### config.mk
export PLATFORM = sky130hd
export DESIGN_NAME = serial_receiver
export DESIGN_NICKNAME = d
export VERILOG_FILES = /design/src/rtl/serial_receiver.sv
export SDC_FILE = /design/constraint.sdc
export NUM_CORES = 1
export LEC_CHECK = 0
export BUFFER_PORTS_ARGS = -buffer_cell sky130_fd_sc_hd__buf_2
export CORE_UTILIZATION = 40
export DETAILED_ROUTE_END_ITERATION = 6
export PLACE_DENSITY = 0.54
export SLEW_MARGIN = 20
export SYNTH_ARGS = -nofsm -noshare
export SYNTH_HDL_FRONTEND = slang
export SYNTH_SLANG_ARGS = --single-unit
### constraint.sdc
create_clock -name clk_clk -period 4.8 [get_ports clk_clk]
set_input_delay 0.48 -clock clk_clk [delete_from_list [all_inputs] [get_ports clk_clk]]
set_output_delay 0.48 -clock clk_clk [all_outputs]
set_load 0.05 [all_outputs]
### src/rtl/serial_receiver.sv
// 8N1 UART receiver: 2-flop synchronizer, mid-bit sampling FSM, and sticky
// received / framing-error / overrun flags cleared by a one-cycle char_ack.
module serial_receiver #(
  parameter int unsigned CLKS_PER_BIT = 434
) (
  input  logic       clk_clk,
  input  logic       reset_reset_n,
  input  logic       serial_in,
  input  logic       char_ack,
  output logic [7:0] parallel_out,
  output logic       character_received,
  output logic       framing_error,
  output logic       overrun,
  output logic       busy
);

  localparam logic [15:0] HALF_M1 = 16'(CLKS_PER_BIT / 2) - 16'd1;
  localparam logic [15:0] FULL_M1 = 16'(CLKS_PER_BIT) - 16'd1;

  typedef enum logic [1:0] {IDLE, START, DATA, STOP} state_t;

  state_t      state_q, state_d;
  logic [1:0]  sync_q, sync_d;
  logic [15:0] cnt_q, cnt_d;
  logic [2:0]  idx_q, idx_d;
  logic [7:0]  sh_q, sh_d;
  logic [7:0]  po_q, po_d;
  logic        cr_q, cr_d;
  logic        fe_q, fe_d;
  logic        ov_q, ov_d;
  logic        rx_s;
  logic        good_ev, fe_ev;

  assign rx_s = sync_q[1];

  always_comb begin
    state_d = state_q;
    sync_d  = {sync_q[0], serial_in};
    cnt_d   = cnt_q;
    idx_d   = idx_q;
    sh_d    = sh_q;
    po_d    = po_q;
    cr_d    = cr_q;
    fe_d    = fe_q;
    ov_d    = ov_q;
    good_ev = 1'b0;
    fe_ev   = 1'b0;

    case (state_q)
      IDLE: begin
        if (!rx_s) begin
          state_d = START;
          cnt_d   = 16'd0;
        end
      end
      START: begin
        if (cnt_q == HALF_M1) begin
          cnt_d   = 16'd0;
          idx_d   = 3'd0;
          state_d = rx_s ? IDLE : DATA;
        end else begin
          cnt_d = cnt_q + 16'd1;
        end
      end
      DATA: begin
        if (cnt_q == FULL_M1) begin
          cnt_d = 16'd0;
          sh_d  = {rx_s, sh_q[7:1]};
          idx_d = idx_q + 3'd1;
          if (idx_q == 3'd7) state_d = STOP;
        end else begin
          cnt_d = cnt_q + 16'd1;
        end
      end
      STOP: begin
        if (cnt_q == FULL_M1) begin
          cnt_d   = 16'd0;
          state_d = IDLE;
          good_ev = rx_s;
          fe_ev   = !rx_s;
        end else begin
          cnt_d = cnt_q + 16'd1;
        end
      end
      default: state_d = IDLE;
    endcase

    // ack clears first so a same-cycle completion event wins
    if (char_ack) begin
      cr_d = 1'b0;
      fe_d = 1'b0;
      ov_d = 1'b0;
    end
    if (good_ev) begin
      po_d = sh_q;
      cr_d = 1'b1;
      if (cr_q && !char_ack) ov_d = 1'b1;
    end
    if (fe_ev) fe_d = 1'b1;
  end

  always_ff @(posedge clk_clk or negedge reset_reset_n) begin
    if (!reset_reset_n) begin
      state_q <= IDLE;
      sync_q  <= 2'b11;
      cnt_q   <= 16'd0;
      idx_q   <= 3'd0;
      sh_q    <= 8'h00;
      po_q    <= 8'h00;
      cr_q    <= 1'b0;
      fe_q    <= 1'b0;
      ov_q    <= 1'b0;
    end else begin
      state_q <= state_d;
      sync_q  <= sync_d;
      cnt_q   <= cnt_d;
      idx_q   <= idx_d;
      sh_q    <= sh_d;
      po_q    <= po_d;
      cr_q    <= cr_d;
      fe_q    <= fe_d;
      ov_q    <= ov_d;
    end
  end

  assign parallel_out       = po_q;
  assign character_received = cr_q;
  assign framing_error      = fe_q;
  assign overrun            = ov_q;
  assign busy               = (state_q != IDLE);

endmodule

# == Yosys cells after proc, flatten, opt, wreduce, memory -nomap -nowiden ==
# Index checks and enable logic that the tools add are counted.
# op_classes
n_addsub,2
multipliers,0
n_div,0
order_cmp,0
n_eq_ne,11
shift,0
muxes,24
n_bitwise,0
n_reduce_logical,12
# op_table
operator,count
$mux 16,3
$pmux 16 s3,1
$add 16x1->16 const B,1
$eq 16x8->1 const B,1
$eq 16x9->1 const B,1
$mux 2,6
$mux 1,10
$ne 2x2->1 const B,5
$pmux 2 s4,1
$reduce_bool 2->1,4
$mux 3,2
$pmux 3 s2,1
$reduce_and 5->1,1
$eq 2x2->1 const B,2
$add 3x1->3 const B,1
$eq 3x3->1 const B,1
$reduce_and 3->1,1
$eq 2x1->1 const B,1
$logic_not 1->1,2
$logic_not 2->1,1
$reduce_and 2->1,1
$reduce_or 2->1,1
$logic_and 1x1->1,1
# totals
regBits,42
latch_bits,0
ramBits,0
mem_bits_ro,0
out_inout_bits,12
wordCells,58
memories,0

# == Depth between registers and ports, before layout ==
# depth
ltp_word,4
mapped_depth,8

# == Least setup slack after synthesis ==
# Ideal clock, no wire load.
# synth_timing
kind,reg-to-reg
start,register cnt_q[2]
end,register sh_q[2]
setup_time_ns,0.125
t_arrival_ns,2.251
required_ns,4.675
slack_ns,2.424
stages_incl_launch_ff,7
period_less_slack_ns,2.376
path_cell_list,dfrtp_1 > buf_6 > or4_4 > or4_4 > nor3_4 > buf_6 > mux2_2
# synth_between
elab_chain_len,2
# synth_lines
element,line_no,rtl
from (decl),24,"logic [15:0] cnt_q, cnt_d;"
from (signal assigned),116,cnt_q <= cnt_d;
$eq 16x9->1,66,if (cnt_q == FULL_M1) begin
$reduce_and 2->1 (no source line),-,
to (signal assigned),108,sh_q <= 8'h00;
to (signal assigned),118,sh_q <= sh_d;
to (decl),26,"logic [7:0] sh_q, sh_d;"
# No other way between the ends.
# A chain may end at the register's enable or synchronous reset.

# == Worst setup path after layout ==
# layout_timing
start,register cnt_q[2]
end,register po_q[2] (netlist: parallel_out[2])
# layout_between
elab_chain_len,3
# layout_lines
element,line_no,rtl
$eq 16x9->1,76,if (cnt_q == FULL_M1) begin
$mux 1,76,
$mux 1,49,case (state_q)
to (signal assigned),119,po_q <= po_d;
to (decl),27,"logic [7:0] po_q, po_d;"
# No other way between the ends.

==> metrics.txt <==
Reg clk slew, reported paths 0.08 ns; asr flop ratio synth 100.0%; Req. time, crit path between 4 and 5 ns; H-tree levels 2; prevailing post-synth register cell dfrtp_1; TNS Setup 0 ns; CTS Buffer Depth 2; Final setup viols 0; slew margin rel. between 30% and 40%; Post-Synth Adder-Cell Area 3.100%; R2R Path Start cnt_q[2]$_DFFE_PN0P_; top cells by area, synth dfrtp_1 50%, mux2_2 8.9%, a31oi_1 3.1%; fmax 0.3823 GHz; die width 73.03 um; EDFF count, synth 0; Final GP Congestion 0.8781; largest net degree at the start of global routing 43; WP data arrival around 2.8 ns; Total Routed Length 3704 um; cell area after synthesis 0.002018 mm^2; Static Leak 0.001042 uW; crit-path cells or4_4 > nor4_1 > nand4_2 > mux2_2; slew at the pin closest to its max-slew limit 0.9060 ns; dpl hpwl 2607 um; final global-route overflow total 0; mux cell area share after synthesis 9.919%; Final period util 54.49%; Crit-path slowest cell nor4_1; Setup Skew 0.007641 ns; Comb pwr share between 1 and 1.5%; row cnt 25; syn avg cell area 11.27 um^2; Vias/cell 5.341; Wirelength per Cell 14.19 um; placed cell area 0.002117 mm^2; TritonCTS buffer count 5; CP peak stage delay between 0.6 and 0.7 ns; hold bufs inserted after CTS 0; outcome complete, no violations; clock power share 44.1%; die area 0.005333 mm^2; DR vias 1,394; Synth Area in Simple Gates 15.38%; fraction of layout cells with a size suffix above 1 24.74%; first-pass GRT wire length between 6000 and 7000 um; # DRC 0; post-route setup slack 2.184 ns; peak supply drop 0.1218 mV; area grow syn2layout 10.66%; clk_lat worst skew 0.29 ns; Seq pwr share 54.7%; design internal power 525.7 uW; compound-cell area share of the yosys netlist 13.45%; CTS tree done; Design Power 650.8 uW; fin nets 202; DP Worst Slack about 2.2 ns; Worst Setup SP cnt_q[2]$_DFFE_PN0P_; net switching power 125.1 uW; Root Driver clkbuf_8; #FFs+latches synth 42; Crit Path Category reg -> reg; Cell variety after synth 39; power density cells 291.4 mW/mm^2; Max-Cap Viols 0; crit-path max FO 10; CP Launch Type flip-flop; io pins 16; Slew Limit Fails 0; switching part of the total power between 10% and 20%; initial core utilization 42.17%; Critical Path End Type flip-flop; initial antenna violation count 0; unrepaired setup endpoints after global routing no; post_cts resized 0; Yosys top cell by area dfrtp_1; port bufs 15; sequential share of the synthesized area between 50% and 60%; vias in the first global route 1,410; Syn Nets 188; All-Layer GR Usage 16.67%; die height 73.03 um; fin area 0.002233 mm^2; Tmin final 2.616 ns; Core Region 0.004786 mm^2; WP buf/inv 0; Crit path max-delay family simple AND/OR/NAND/NOR gates; Sink Count between 40 and 50; Ys Warns 0; antenna-violating nets left 0; Post-CTS Setup Inserts 0; Post-Synth XOR/XNOR Area 1.302%; Iter 0 DRT Violations 96; Pre-antenna DRT Iters 4; post-layout util 46.67%; Hold Vio Cnt, Final 0; Synth top area share 49.60%; Hold WC Path Type in -> reg; largest family of logic cells by synthesized area simple AND/OR/NAND/NOR gates; n_diodes 0; Post-Synthesis Cells 179; Hold Path Origin serial_in
-- registers in the layout, summed over array words and instances (netlist names), named ones only --
signal	count
framing_error	1
overrun	1
sh_q	8
cnt_q	16
idx_q	3
sync_q	2
state_q	1
character_received	1
parallel_out	8
-- cell usage in the layout, fill, tap and decap left out, drive strengths merged, types with 2 or more instances in the layout --
cell type / count
o21ai: 9
a22o: 4
mux2: 16
dfrtp: 40
nand3b: 2
inv: 9
nor2: 7
dfstp: 2
clkbuf: 7
a31oi: 10
a41oi: 3
or3b: 2
a21oi: 10
mux2i: 2
buf: 15
nand3: 8
nand2: 13
nor2b: 2
nor3: 3
or4: 4
xnor2: 3
nand4: 5
ha: 5
-- final timing paths --
check,endpoint,cells past startpoint,slack (ns)
max,parallel_out[2]$_DFFE_PN0P_,4,2.18
min,sync_q[0]$_DFF_PN1_,1,0.28
max reg2reg,parallel_out[2]$_DFFE_PN0P_,4,2.18
min reg2reg,sync_q[1]$_DFF_PN1_,0,0.36
max in group asynchronous,cnt_q[3]$_DFFE_PN0P_,1,3.92
min in group asynchronous,parallel_out[5]$_DFFE_PN0P_,1,0.31
-- synthesized netlist by cell type, types with 2 or more instances --
library cell	n
nor3_1	2
a21oi_1	10
nor2_1	7
or3b_2	2
o21ai_0	9
clkbuf_1	4
xnor2_1	3
or4_4	2
inv_1	9
a41oi_1	3
nand3_1	8
a31oi_1	10
or4_1	2
nand2_1	13
nand4_1	4
dfrtp_1	40
nor2b_1	2
mux2i_1	2
a22o_1	3
ha_1	5
nand3b_1	2
mux2_2	16
dfstp_2	2
buf_6	4
-- cell type report --
type	count	area [um^2]
clock buffer	7	86.33
clock inverter	1	30.03
fill	472	2552
inverter	9	33.78
multi-input combinational	120	870.8
sequential	42	1054
tap	67	83.83
timing repair buffer	15	75.07
-- cells by family (layout without fill, tap and decap cells) --
logic type               count (synthesis)  in the layout
buffers and inverters                   17             32
XOR/XNOR                                 3              3
flip-flops                              42             42
AO/OA/AOI/OAI                           41             41
multiplexers                            18             18
adder cells (fa/ha/maj)                  5              5
AND/OR/NAND/NOR                         53             53
-- layer usage --
metal | vias up | global-route usage, % | part of all wire, %
met1 | 679 | 19.28 | 43
met4 | 0 | 6.536 | 1.6
met3 | 6 | 3.729 | 3.5
li1 | 681 | - | -
met2 | 28 | 29.73 | 52
met5 | - | 0 | 0
-- stage by stage --
step,cells,hold slack [ns]
6_report,261,0.2820
5_1_grt,261,0.2653
4_1_cts,261,0.2710
3_5_place_dp,253,0.3478
3_3_place_gp,253,0.3454
2_1_floorplan,179,0.1844
-- power groups by stage --
stage          Clock (uW)  Sequential [uW]  Combinational (uW)
6_report              287              356                8.02
5_1_grt               313              356                9.69
4_1_cts               295              356                8.67
3_5_place_dp            0              363                8.64
3_3_place_gp            0              363                8.39
2_1_floorplan           0              363               0.314
Power figures use the tool's default switching activity.
